<file path="config.mk">
export PLATFORM = sky130hd
export DESIGN_NAME = spmv_issue_ctrl_flat
export DESIGN_NICKNAME = d
export VERILOG_FILES = /design/src/rtl/spmv_issue_ctrl_pkg.sv /design/src/rtl/spmv_issue_ctrl_if.sv /design/src/rtl/spmv_lat_pipe.sv /design/src/rtl/spmv_issue_ctrl.sv /design/src/flat_wrapper.sv
export SDC_FILE = /design/constraint.sdc
export NUM_CORES = 1
export LEC_CHECK = 0
export CAP_MARGIN = 20
export CORE_MARGIN = 4
export CORE_UTILIZATION = 57
export CTS_CLUSTER_SIZE = 20
export DETAILED_ROUTE_END_ITERATION = 7
export DONT_BUFFER_PORTS = 1
export PLACE_DENSITY_LB_ADDON = 0.1
export SLEW_MARGIN = 20
export SYNTH_ARGS = -nofsm -noshare
export SYNTH_HDL_FRONTEND = slang
export SYNTH_SLANG_ARGS = --single-unit
</file>
<file path="constraint.sdc">
create_clock -name clk -period 2.5 [get_ports clk]
set_input_delay 0.375 -clock clk [delete_from_list [all_inputs] [get_ports clk]]
set_output_delay 0.375 -clock clk [all_outputs]
set_load 0.1 [all_outputs]
</file>
<file path="src/rtl/spmv_issue_ctrl_pkg.sv">
// -----------------------------------------------------------------------------
// spmv_issue_ctrl_pkg
// Shared constants, state encoding and lane helpers for the 4-lane sparse MAC
// pipeline: the issue scheduler and the datapath levels import this package.
//   K       lanes per beat (lane 0 sits in the MSB slice of each packed bus)
//   LAT     cycles from a beat issue to its result
//   MAT_W   width of one matrix/vector element
//   ONES_W  width of the row-end popcount bus
// -----------------------------------------------------------------------------
package spmv_issue_ctrl_pkg;

   localparam int K      = 4;
   localparam int LAT    = 4;
   localparam int MAT_W  = 8;
   localparam int ONES_W = 5;

   typedef enum logic [2:0] {
      ST_IDLE  = 3'd0,
      ST_FILL  = 3'd1,
      ST_ISSUE = 3'd2,
      ST_DRAIN = 3'd3,
      ST_DONE  = 3'd4
   } state_e;

   // LSB position of a lane's slice inside a packed K*MAT_W bus.
   function automatic int lane_lsb(input int lane);
      return (K - 1 - lane) * MAT_W;
   endfunction

   // Number of lanes in a beat that close a row.
   function automatic logic [ONES_W-1:0] popcount(input logic [K-1:0] v);
      logic [ONES_W-1:0] n;
      n = '0;
      for (int i = 0; i < K; i++) begin
         n = n + ONES_W'(v[i]);
      end
      return n;
   endfunction

endpackage

</file>
<file path="src/rtl/spmv_issue_ctrl_if.sv">
// -----------------------------------------------------------------------------
// spmv_issue_ctrl_if
// Job control, element stream, issue bus, result strobe and credit return of
// the sparse MAC issue scheduler.
//   master : upstream/job controller side (drives start, elements, credits)
//   slave  : scheduler side (drives busy/done, in_ready, iss_*, res_*)
// -----------------------------------------------------------------------------
interface spmv_issue_ctrl_if
   import spmv_issue_ctrl_pkg::*;
#(
   parameter int CNT_W = 16
) ();

   logic                    start;
   logic [CNT_W-1:0]        num_nz;
   logic                    busy;
   logic                    done;
   logic                    in_valid;
   logic                    in_ready;
   logic signed [MAT_W-1:0] in_mat;
   logic signed [MAT_W-1:0] in_vec;
   logic                    in_row_end;
   logic                    iss_valid;
   logic [MAT_W*K-1:0]      iss_matrix;
   logic [MAT_W*K-1:0]      iss_vector;
   logic [K-1:0]            iss_ipv;
   logic [ONES_W-1:0]       iss_ones;
   logic                    res_valid;
   logic                    res_last;
   logic                    credit_ret;

   modport master (
      output start, num_nz, in_valid, in_mat, in_vec, in_row_end, credit_ret,
      input  busy, done, in_ready, iss_valid, iss_matrix, iss_vector,
             iss_ipv, iss_ones, res_valid, res_last
   );

   modport slave (
      input  start, num_nz, in_valid, in_mat, in_vec, in_row_end, credit_ret,
      output busy, done, in_ready, iss_valid, iss_matrix, iss_vector,
             iss_ipv, iss_ones, res_valid, res_last
   );

endinterface

</file>
<file path="src/rtl/spmv_lat_pipe.sv">
// -----------------------------------------------------------------------------
// spmv_lat_pipe
// DEPTH-deep shift register carrying a valid bit and its last qualifier,
// modelling the MAC pipeline register depth (also used by the accumulator).
//   clk, rst  clock, synchronous active-low reset (clears every stage)
//   i_valid   valid entering the pipe
//   i_last    last qualifier entering the pipe
//   o_valid   valid leaving the pipe DEPTH cycles later
//   o_last    last qualifier leaving the pipe (only set with o_valid)
//   o_busy    any stage currently holds a valid bit
// -----------------------------------------------------------------------------
module spmv_lat_pipe #(
   parameter int DEPTH = 4
) (
   input  logic clk,
   input  logic rst,
   input  logic i_valid,
   input  logic i_last,
   output logic o_valid,
   output logic o_last,
   output logic o_busy
);

   logic [DEPTH-1:0] r_valid;
   logic [DEPTH-1:0] r_last;

   always_ff @(posedge clk) begin
      if (!rst) begin
         r_valid <= '0;
         r_last  <= '0;
      end else begin
         r_valid[0] <= i_valid;
         r_last[0]  <= i_valid & i_last;
         for (int i = 1; i < DEPTH; i++) begin
            r_valid[i] <= r_valid[i-1];
            r_last[i]  <= r_last[i-1];
         end
      end
   end

   assign o_valid = r_valid[DEPTH-1];
   assign o_last  = r_last[DEPTH-1];
   assign o_busy  = |r_valid;

endmodule

</file>
<file path="src/rtl/spmv_issue_ctrl.sv">
// -----------------------------------------------------------------------------
// spmv_issue_ctrl
// Issue scheduler for the 4-lane sparse MAC pipeline. Packs a stream of
// (matrix, vector, row_end) nonzeros into K-lane beats, issues each beat only
// when a downstream result-FIFO credit is available, tracks in-flight beats
// through a LAT-deep delay line and pulses done after the final result.
//   clk          clock
//   rst          synchronous active-low reset; aborts any job
//   bus (slave)  start/num_nz/busy/done job control,
//                in_valid/in_ready/in_mat/in_vec/in_row_end element stream,
//                iss_valid/iss_matrix/iss_vector/iss_ipv/iss_ones beat bus,
//                res_valid/res_last result strobe, credit_ret credit return
// -----------------------------------------------------------------------------
module spmv_issue_ctrl
   import spmv_issue_ctrl_pkg::*;
#(
   parameter int CREDITS = 8,
   parameter int CNT_W   = 16
) (
   input  logic             clk,
   input  logic             rst,
   spmv_issue_ctrl_if.slave bus
);

   localparam int CRD_W  = $clog2(CREDITS + 1);
   localparam int LANE_W = $clog2(K);

   state_e                      r_state;
   logic [CNT_W-1:0]            r_num_nz;
   logic [CNT_W-1:0]            r_cnt;
   logic [LANE_W-1:0]           r_lane;
   logic [K-1:0][MAT_W-1:0]     r_mat;
   logic [K-1:0][MAT_W-1:0]     r_vec;
   logic [K-1:0]                r_ipv;
   logic                        r_busy;
   logic                        r_done;
   logic                        r_in_ready;
   logic                        r_iss_valid;
   logic                        r_iss_last;
   logic [MAT_W*K-1:0]          r_iss_matrix;
   logic [MAT_W*K-1:0]          r_iss_vector;
   logic [K-1:0]                r_iss_ipv;
   logic [ONES_W-1:0]           r_iss_ones;
   logic [CRD_W-1:0]            r_credits;

   logic                        w_accept;
   logic [CNT_W-1:0]            w_cnt_inc;
   logic                        w_last_elem;
   logic                        w_job_done;
   logic [LANE_W-1:0]           w_ipv_bit;
   logic                        w_can_issue;
   logic                        w_issue;
   logic [MAT_W*K-1:0]          w_mat_pack;
   logic [MAT_W*K-1:0]          w_vec_pack;
   logic                        w_res_valid;
   logic                        w_res_last;
   logic                        w_pipe_busy;

   assign w_accept    = r_in_ready & bus.in_valid;
   assign w_cnt_inc   = r_cnt + 1'b1;
   assign w_last_elem = (w_cnt_inc == r_num_nz);
   assign w_job_done  = (r_cnt == r_num_nz);
   // Lane i reports its row end on ipv bit K-1-i.
   assign w_ipv_bit   = LANE_W'(K - 1) - r_lane;
   // A credit returned this cycle can be spent by the same cycle's issue.
   assign w_can_issue = (r_credits != '0) | bus.credit_ret;
   assign w_issue     = (r_state == ST_ISSUE) & w_can_issue;

   for (genvar g = 0; g < K; g++) begin : g_pack
      assign w_mat_pack[lane_lsb(g) +: MAT_W] = r_mat[g];
      assign w_vec_pack[lane_lsb(g) +: MAT_W] = r_vec[g];
   end

   // ---- control FSM / lane buffer / issue register ----
   always_ff @(posedge clk) begin
      if (!rst) begin
         r_state      <= ST_IDLE;
         r_num_nz     <= '0;
         r_cnt        <= '0;
         r_lane       <= '0;
         r_mat        <= '0;
         r_vec        <= '0;
         r_ipv        <= '0;
         r_busy       <= 1'b0;
         r_done       <= 1'b0;
         r_in_ready   <= 1'b0;
         r_iss_valid  <= 1'b0;
         r_iss_last   <= 1'b0;
         r_iss_matrix <= '0;
         r_iss_vector <= '0;
         r_iss_ipv    <= '0;
         r_iss_ones   <= '0;
      end else begin
         r_done      <= 1'b0;
         r_iss_valid <= 1'b0;
         case (r_state)
            ST_IDLE: begin
               if (bus.start) begin
                  r_busy   <= 1'b1;
                  r_num_nz <= bus.num_nz;
                  r_cnt    <= '0;
                  r_lane   <= '0;
                  r_mat    <= '0;
                  r_vec    <= '0;
                  r_ipv    <= '0;
                  if (bus.num_nz != '0) begin
                     r_state    <= ST_FILL;
                     r_in_ready <= 1'b1;
                  end else begin
                     r_state <= ST_DONE;
                  end
               end
            end
            ST_FILL: begin
               if (w_accept) begin
                  r_mat[r_lane]    <= bus.in_mat;
                  r_vec[r_lane]    <= bus.in_vec;
                  // The job's final element always closes its row.
                  r_ipv[w_ipv_bit] <= bus.in_row_end | w_last_elem;
                  r_lane           <= r_lane + 1'b1;
                  r_cnt            <= w_cnt_inc;
                  if ((r_lane == LANE_W'(K - 1)) || w_last_elem) begin
                     r_state    <= ST_ISSUE;
                     r_in_ready <= 1'b0;
                  end
               end
            end
            ST_ISSUE: begin
               // Without a credit the beat stays buffered and iss_* hold.
               if (w_can_issue) begin
                  r_iss_valid  <= 1'b1;
                  r_iss_last   <= w_job_done;
                  r_iss_matrix <= w_mat_pack;
                  r_iss_vector <= w_vec_pack;
                  r_iss_ipv    <= r_ipv;
                  r_iss_ones   <= popcount(r_ipv);
                  r_lane       <= '0;
                  r_mat        <= '0;
                  r_vec        <= '0;
                  r_ipv        <= '0;
                  if (w_job_done) begin
                     r_state <= ST_DRAIN;
                  end else begin
                     r_state    <= ST_FILL;
                     r_in_ready <= 1'b1;
                  end
               end
            end
            ST_DRAIN: begin
               // The beat just issued has not entered the delay line yet.
               if (!r_iss_valid && !w_pipe_busy) begin
                  r_state <= ST_DONE;
               end
            end
            ST_DONE: begin
               r_done  <= 1'b1;
               r_busy  <= 1'b0;
               r_state <= ST_IDLE;
            end
            default: begin
               r_state <= ST_IDLE;
            end
         endcase
      end
   end

   // ---- result-FIFO credit counter ----
   always_ff @(posedge clk) begin
      if (!rst) begin
         r_credits <= CRD_W'(CREDITS);
      end else if (w_issue && !bus.credit_ret) begin
         r_credits <= r_credits - 1'b1;
      end else if (!w_issue && bus.credit_ret && (r_credits != CRD_W'(CREDITS))) begin
         r_credits <= r_credits + 1'b1;
      end
   end

   // ---- LAT-deep in-flight tracking ----
   spmv_lat_pipe #(
      .DEPTH (LAT)
   ) u_lat_pipe (
      .clk     (clk),
      .rst     (rst),
      .i_valid (r_iss_valid),
      .i_last  (r_iss_last),
      .o_valid (w_res_valid),
      .o_last  (w_res_last),
      .o_busy  (w_pipe_busy)
   );

   assign bus.busy       = r_busy;
   assign bus.done       = r_done;
   assign bus.in_ready   = r_in_ready;
   assign bus.iss_valid  = r_iss_valid;
   assign bus.iss_matrix = r_iss_matrix;
   assign bus.iss_vector = r_iss_vector;
   assign bus.iss_ipv    = r_iss_ipv;
   assign bus.iss_ones   = r_iss_ones;
   assign bus.res_valid  = w_res_valid;
   assign bus.res_last   = w_res_last;

endmodule

</file>
<file path="src/flat_wrapper.sv">
// flat-port wrapper written by rule: the top's interface ports become plain ports
module spmv_issue_ctrl_flat import spmv_issue_ctrl_pkg::*;
#(
   parameter int CREDITS = 8,
   parameter int CNT_W   = 16
)
  (clk, rst, bus_start, bus_num_nz, bus_in_valid, bus_in_mat, bus_in_vec, bus_in_row_end, bus_credit_ret, bus_busy, bus_done, bus_in_ready, bus_iss_valid, bus_iss_matrix, bus_iss_vector, bus_iss_ipv, bus_iss_ones, bus_res_valid, bus_res_last);
  spmv_issue_ctrl_if #(.CNT_W(CNT_W)) bus_i ();
  input  logic clk;
  input  logic rst;
  input wire logic [$bits(bus_i.start)-1:0] bus_start;
  input wire logic [$bits(bus_i.num_nz)-1:0] bus_num_nz;
  input wire logic [$bits(bus_i.in_valid)-1:0] bus_in_valid;
  input wire logic [$bits(bus_i.in_mat)-1:0] bus_in_mat;
  input wire logic [$bits(bus_i.in_vec)-1:0] bus_in_vec;
  input wire logic [$bits(bus_i.in_row_end)-1:0] bus_in_row_end;
  input wire logic [$bits(bus_i.credit_ret)-1:0] bus_credit_ret;
  output wire logic [$bits(bus_i.busy)-1:0] bus_busy;
  output wire logic [$bits(bus_i.done)-1:0] bus_done;
  output wire logic [$bits(bus_i.in_ready)-1:0] bus_in_ready;
  output wire logic [$bits(bus_i.iss_valid)-1:0] bus_iss_valid;
  output wire logic [$bits(bus_i.iss_matrix)-1:0] bus_iss_matrix;
  output wire logic [$bits(bus_i.iss_vector)-1:0] bus_iss_vector;
  output wire logic [$bits(bus_i.iss_ipv)-1:0] bus_iss_ipv;
  output wire logic [$bits(bus_i.iss_ones)-1:0] bus_iss_ones;
  output wire logic [$bits(bus_i.res_valid)-1:0] bus_res_valid;
  output wire logic [$bits(bus_i.res_last)-1:0] bus_res_last;
  assign bus_i.start = bus_start;
  assign bus_i.num_nz = bus_num_nz;
  assign bus_i.in_valid = bus_in_valid;
  assign bus_i.in_mat = bus_in_mat;
  assign bus_i.in_vec = bus_in_vec;
  assign bus_i.in_row_end = bus_in_row_end;
  assign bus_i.credit_ret = bus_credit_ret;
  assign bus_busy = bus_i.busy;
  assign bus_done = bus_i.done;
  assign bus_in_ready = bus_i.in_ready;
  assign bus_iss_valid = bus_i.iss_valid;
  assign bus_iss_matrix = bus_i.iss_matrix;
  assign bus_iss_vector = bus_i.iss_vector;
  assign bus_iss_ipv = bus_i.iss_ipv;
  assign bus_iss_ones = bus_i.iss_ones;
  assign bus_res_valid = bus_i.res_valid;
  assign bus_res_last = bus_i.res_last;
  spmv_issue_ctrl #(.CREDITS(CREDITS), .CNT_W(CNT_W)) u_core (.clk(clk), .rst(rst), .bus(bus_i));
endmodule
</file>
* After elaboration in Yosys (flattened, before gate mapping)
Cells that the tools add are included.
Word-level totals: register bits 195, input port bits 38, output and inout port bits 79, word-level logic and storage cells 129
Operators by class: $add $sub $neg 8, $lt $le $gt $ge 4, equal/unequal tests 15, mux-type cells 45, bitwise gates (word level) 5, reduce and logical (&&, ||, !) cells 27
Operators with widths (count):
- case mux 32 bit (3 select lines) | 2
- two-way mux 32 bit | 4
- bitwise mux 32 bit | 2
- == test 16 bit | 2
- two-way mux 16 bit | 2
- case mux 16 bit (2 select lines) | 1
- two-way mux 4 bit | 5
- two-way mux 3 bit | 6
- adder 16 x 1 -> 16 bit, second input constant | 1
- demux 8 bit (select 2 bit) | 1
- nonzero test 16 bit | 1
- case mux 3 bit (4 select lines) | 1
- case mux 4 bit (3 select lines) | 1
- adder 5 x 1 -> 5 bit | 2
- two-way mux 1 bit | 10
- != test 2 x 1 -> 1 bit, second input constant | 5
- two-way mux 2 bit | 4
- two-way mux 8 bit | 1
- AND reduction 2 bit | 4
- AND reduction 7 bit | 1
- == test 3 x 2 -> 1 bit, second input constant | 2
- logical AND 1 bit | 6
- less-than comparator 2 x 3 -> 1 bit, second input constant | 2
- case mux 2 bit (3 select lines) | 1
- other kinds (27) | 37

* Longest topological paths before layout
Gate-level depths: netlist of run 1.
depth after elaboration 8, gate-level depth with buffers 12, gate-level depth less buffers 12

* Cells and area by module
Synthesis of run 1 repeated with hierarchy kept, for this count alone.
Second synthesis, totals: cells, all modules 937, area total of the unflattened synthesis 8296.7 um2
By module, submodules not included:
- spmv_issue_ctrl | times used 1, cells each 920, area an instance 8079.0 um2, sequential area each 3703.6 um2
- spmv_lat_pipe | times used 1, cells each 17, area an instance 217.7 um2, sequential area each 160.2 um2

* Worst setup path after synthesis of run 1
OpenSTA, ideal clock, no wires.
path type register to register, start register u_core.r_cnt[0], end register u_core.r_state[0], library setup time 120 ps, arrival time 2475 ps, data required time 2380 ps, slack -94 ps, stages on the path, launching flop included 9, buffers on the path 0, period minus slack after synthesis 2594 ps, cells stage by stage dfxtp_1 > ha_1 > and3_4 > nand3_2 > xnor2_1 > or4_4 > nor4_4 > a311oi_1 > o31a_1
Between the ends: cells in the longest elaborated chain, start to end 5
Ends and longest elaborated chain:
- start, declared | line spmv_issue_ctrl.sv:30 | logic [CNT_W-1:0] r_cnt;
- start signal, assigned | line spmv_issue_ctrl.sv:121 | r_cnt <= w_cnt_inc;
- adder 16 x 1 -> 16 bit | line spmv_issue_ctrl.sv:60 | assign w_cnt_inc = r_cnt + 1'b1;
- == test 16 bit | line spmv_issue_ctrl.sv:61 | assign w_last_elem = (w_cnt_inc == r_num_nz);
- logical OR 1 bit | line spmv_issue_ctrl.sv:122 | if ((r_lane == LANE_W'(K - 1)) || w_last_elem) begin
- != test 2 x 1 -> 1 bit (no line)
- AND reduction 5 bit (no line)
- end signal, assigned | line spmv_issue_ctrl.sv:77 | r_state <= ST_IDLE;
- end signal, assigned | line spmv_issue_ctrl.sv:123 | r_state <= ST_ISSUE;
- end signal, assigned | line spmv_issue_ctrl.sv:142 | r_state <= ST_DRAIN;
- end, declared | line spmv_issue_ctrl.sv:28 | state_e r_state;
No other way between the ends. A chain may end at the register's enable or synchronous reset.

* Worst setup path after layout of run 1
start register u_core.r_credits[0], end register u_core.r_credits[3]
Between the ends: cells in the longest elaborated chain, start to end 7, elaborated cells between the ends (all ways) 13, those cells by class add/sub: 2; eq/ne: 1; mux: 2; bitwise: 2; reduce/logical: 6
Ends and longest elaborated chain:
- start, declared | line spmv_issue_ctrl.sv:44 | logic [CRD_W-1:0] r_credits;
- start signal, assigned | line spmv_issue_ctrl.sv:170 | r_credits <= CRD_W'(CREDITS);
- start signal, assigned | line spmv_issue_ctrl.sv:172 | r_credits <= r_credits - 1'b1;
- start signal, assigned | line spmv_issue_ctrl.sv:174 | r_credits <= r_credits + 1'b1;
- nonzero test 4 bit | line spmv_issue_ctrl.sv:66 | assign w_can_issue = (r_credits != '0) | bus.credit_ret;
- bitwise OR 1 bit | line spmv_issue_ctrl.sv:66
- bitwise AND 1 bit | line spmv_issue_ctrl.sv:67 | assign w_issue = (r_state == ST_ISSUE) & w_can_issue;
- logical NOT 1 bit | line spmv_issue_ctrl.sv:173 | end else if (!w_issue && bus.credit_ret && (r_credits != CRD_W'(CREDITS))) begin
- logical AND 1 bit (2 in series) | line spmv_issue_ctrl.sv:173
- nonzero test 2 bit (no line)
Several ways; a longest one is shown, not always the timed one. The select of a mux whose other input is x is not followed.

==> results of run 1 <==
[flip-flops by register name, indices dropped and copies added, names as in the netlist, 16 cells and up]
name                   cells
u_core.bus.iss_matrix     32
u_core.bus.iss_vector     32
u_core.r_mat              32
u_core.r_vec              32
u_core.r_cnt              16
u_core.r_num_nz           16
[final cells by class]
type                       count  area (sq um)  area share, %
multi-input combinational    658          4120           42.5
sequential                   193          3870           39.9
timing repair buffer         116           883           9.10
clock buffer                  23           478           4.93
tap                          180           225           2.32
clock inverter                 9          95.1          0.980
inverter                       7          26.3          0.271
[logic make-up after synthesis]
group | count (synthesis) | synth area share, %
simple gates | 394 | 23.6
mux | 4 | 0.490
other cells | 1 | 0.0459
xor+xnor | 38 | 4.16
flops | 193 | 47.2
buf+inv | 77 | 3.95
compound gates | 209 | 18.7
fa+ha+maj | 11 | 1.87
[stage by stage]
stage / setup slack [ps] / total power [mW]
5_1_grt: -157 / 8.57
3_3_place_gp: 85.4 / 5.46
6_report: 13.7 / 8.17
3_5_place_dp: -7.30 / 5.53
2_1_floorplan: -20.1 / 4.90
4_1_cts: 29.4 / 8.14
[path summary, 6_finish.rpt]
kind                                          startpoint                                endpoint  slack, ps  cells past startpoint
setup / recovery        u_core.r_credits[0]$_SDFFE_PN0P_        u_core.r_credits[3]$_SDFFE_PN1P_         10                     11
hold / removal                                       rst        u_core.r_credits[3]$_SDFFE_PN1P_         60                      1
hold reg to reg   u_core.u_lat_pipe.r_last[2]$_SDFF_PN0_  u_core.u_lat_pipe.r_last[3]$_SDFF_PN0_        440                      1
setup reg to reg        u_core.r_credits[0]$_SDFFE_PN0P_        u_core.r_credits[3]$_SDFFE_PN1P_         10                     11
[repair_timing]
action                                  CTS  global route
buffers inserted                          0             6
resized for setup                         1            24
endpoints found under the setup margin    1             6
pin swaps                                 0            13
endpoints found under the hold margin     0             0
[power by group through the flow]
stage / clock [mW] / combinational [mW] / sequential, mW
2_1_floorplan: 0 / 1.32 / 3.57
3_5_place_dp: 0 / 2.06 / 3.46
4_1_cts: 2.67 / 2.08 / 3.39
3_3_place_gp: 0 / 2.01 / 3.45
5_1_grt: 2.81 / 2.34 / 3.42
6_report: 2.64 / 2.13 / 3.40
[worst register-to-register path, cell delays in order, from the launching register on]
cell       delay [ps]
dfxtp_1           320
or3_4             410
nor3_4            160
nor3_2             70
nand2b_1          110
inv_1              70
ha_1              280
a21o_1            190
a21oi_2           150
nand2_1            90
or4_1             440
o2111ai_1         120
[layer usage]
metal | up-vias | global-route usage (%) | part of all wire, %
met5 | - | 0 | 0
met4 | 0 | 7.68 | 1.6
met3 | 27 | 6.54 | 6.0
met2 | 142 | 38.8 | 48
met1 | 3265 | 31.5 | 44
li1 | 3271 | - | -
[Yosys cell counts (11+ instances only)]
cell      count
a21boi_0     77
a21boi_1     18
a21oi_1      14
a22oi_1      69
and2_1       15
clkbuf_1     53
dfxtp_1     193
nand2_1     206
nand3_1      12
nand4_1      11
nor2_1       22
nor2b_1      75
nor3_1       12
nor4_1       12
xnor2_1      15
xor2_1       22
==> flow_summary.ini, run 1 <==
[detailed_routing]
ant_nets = 0
wl_per_cell_microns = 16.8
drt-initial-drc-count = 525
drc = 0
postRouteWirelength_mm = 19.9
viasPerCell = 5.65
vias = 6705
first_pass_iters = 5

[synthesis]
avgSynthCellArea_sq_um = 8.82
yosysSeqAreaShare_pct = 47.2
synth_warnings = 0
syn_inst = 927
synth_top_area_share_pct = 47.2
async_reset_ff_share_pct = 0
ys_top_cells_by_area = dfxtp_1, nand2_1, a21boi_0, a22oi_1, nor2b_1
synth_ff_type = dfxtp_1
synth_seq_cells = 193
yosys.area.top_type = dfxtp_1
syn_area_sq_mm = 0.00818
synth_edf_count = 0
synth_cell_types = 61

[clock_network]
ctsHtreeMaxLevel = 4
cts-hold-fix-buffers = 0
cts_tree = done
root_buffer = clkbuf_16
cts_sinks = 193
clkTransAtPathRegs_ps = 60
cts_buffers = 17
cts_buffer_depth = 2
insertion_delay_ps = 430

[global_route]
grt_pass1_vias = 6330
grt_util_all_layers_pct = 24.1
grt_first_pass_wirelength_mm = 31.8
antenna_found_initial = 0
grt_start_max_net_pins = 188
overflow = 0

[critical_path]
cp_slowest_stage_delay_ps = 440
crit_buf_inv = 1
arrival_ps = 2830
cp.required_ps = 2840
critPathMaxFanout = 2
crit_family = simple AND/OR/NAND/NOR gates
cp_slowest_cell = or4_1
worstSetupStartpointType = flip-flop
crit_path_end_kind = flip-flop
crit_chain = or3_4, nor3_4, nor3_2, nand2b_1, inv_1, ha_1, a21o_1, a21oi_2, nand2_1, or4_1, o2111ai_1
critical_path_class = reg2reg

[floorplan]
io_pins = 117
die_width_microns = 128
rows = 43
core_area_sq_mm = 0.0140
dieArea_sq_mm = 0.0163
die_y_microns = 128
initial_core_util_pct = 58.5

[power_and_ir_drop]
clock_power_share_pct = 32.3
peakVddDrop_v = 0.000631
leakage_nw = 3.64
p_per_area_mw_per_mm2 = 842
p_int_mw = 5.41
seqPwrFrac_pct = 41.6
switching_power_mw = 2.76
combinationalPowerShare_pct = 26.1
switching_share_pct = 33.8

[cells_and_area]
diodes = 0
stdcell_area_sq_mm = 0.00970
syn2layout_area_growth_pct = 18.7
final_common_cell = nand2_1
stdcell_count = 1186
layout.nets = 1042
drive_gt1_share_pct = 17.6
utilization_pct = 69.4
nFillCells = 1129
most-common-layout-cells = nand2_1, dfxtp_1, buf_4, a21boi_0, nor2b_1

[run]
cap_violations = 0

[sta]
hold_viol_final = 0
min_period_over_period_pct = 99.5
setup_viol = 0
setup-tns-final_ps = 0
hold_ws_ps = 64.0
fin_skew_ps = 9.23
max_freq_ghz = 0.402
rsz0062_at_grt = true
period_needed_ps = 2490
worst_pin_slew_ps = 971
slew_violations = 0
maxSlewHeadroom_pct = 35.2

[place]
io_buffer_count = 0
place_congestion = 0.881
placed_area_sq_mm = 0.00897
place_inst = 1149
dpl.hpwl_mm = 13.4

[worst_hold_path]
hp-class = in2reg

[run_status]
status = finished, final reports clean
Power figures use the tool's default switching activity.
==> inputs of run 2 (changes only) <==
--- a/config.mk
+++ b/config.mk
@@ -5,6 +5,7 @@
 export SDC_FILE = /design/constraint.sdc
 export NUM_CORES = 1
 export LEC_CHECK = 0
+export ABC_CLOCK_PERIOD_IN_PS = 2500
 export CAP_MARGIN = 20
 export CORE_MARGIN = 4
 export CORE_UTILIZATION = 57
==> results of run 2 <==
Final layout, timing and power as in run 1 (identical DEF).
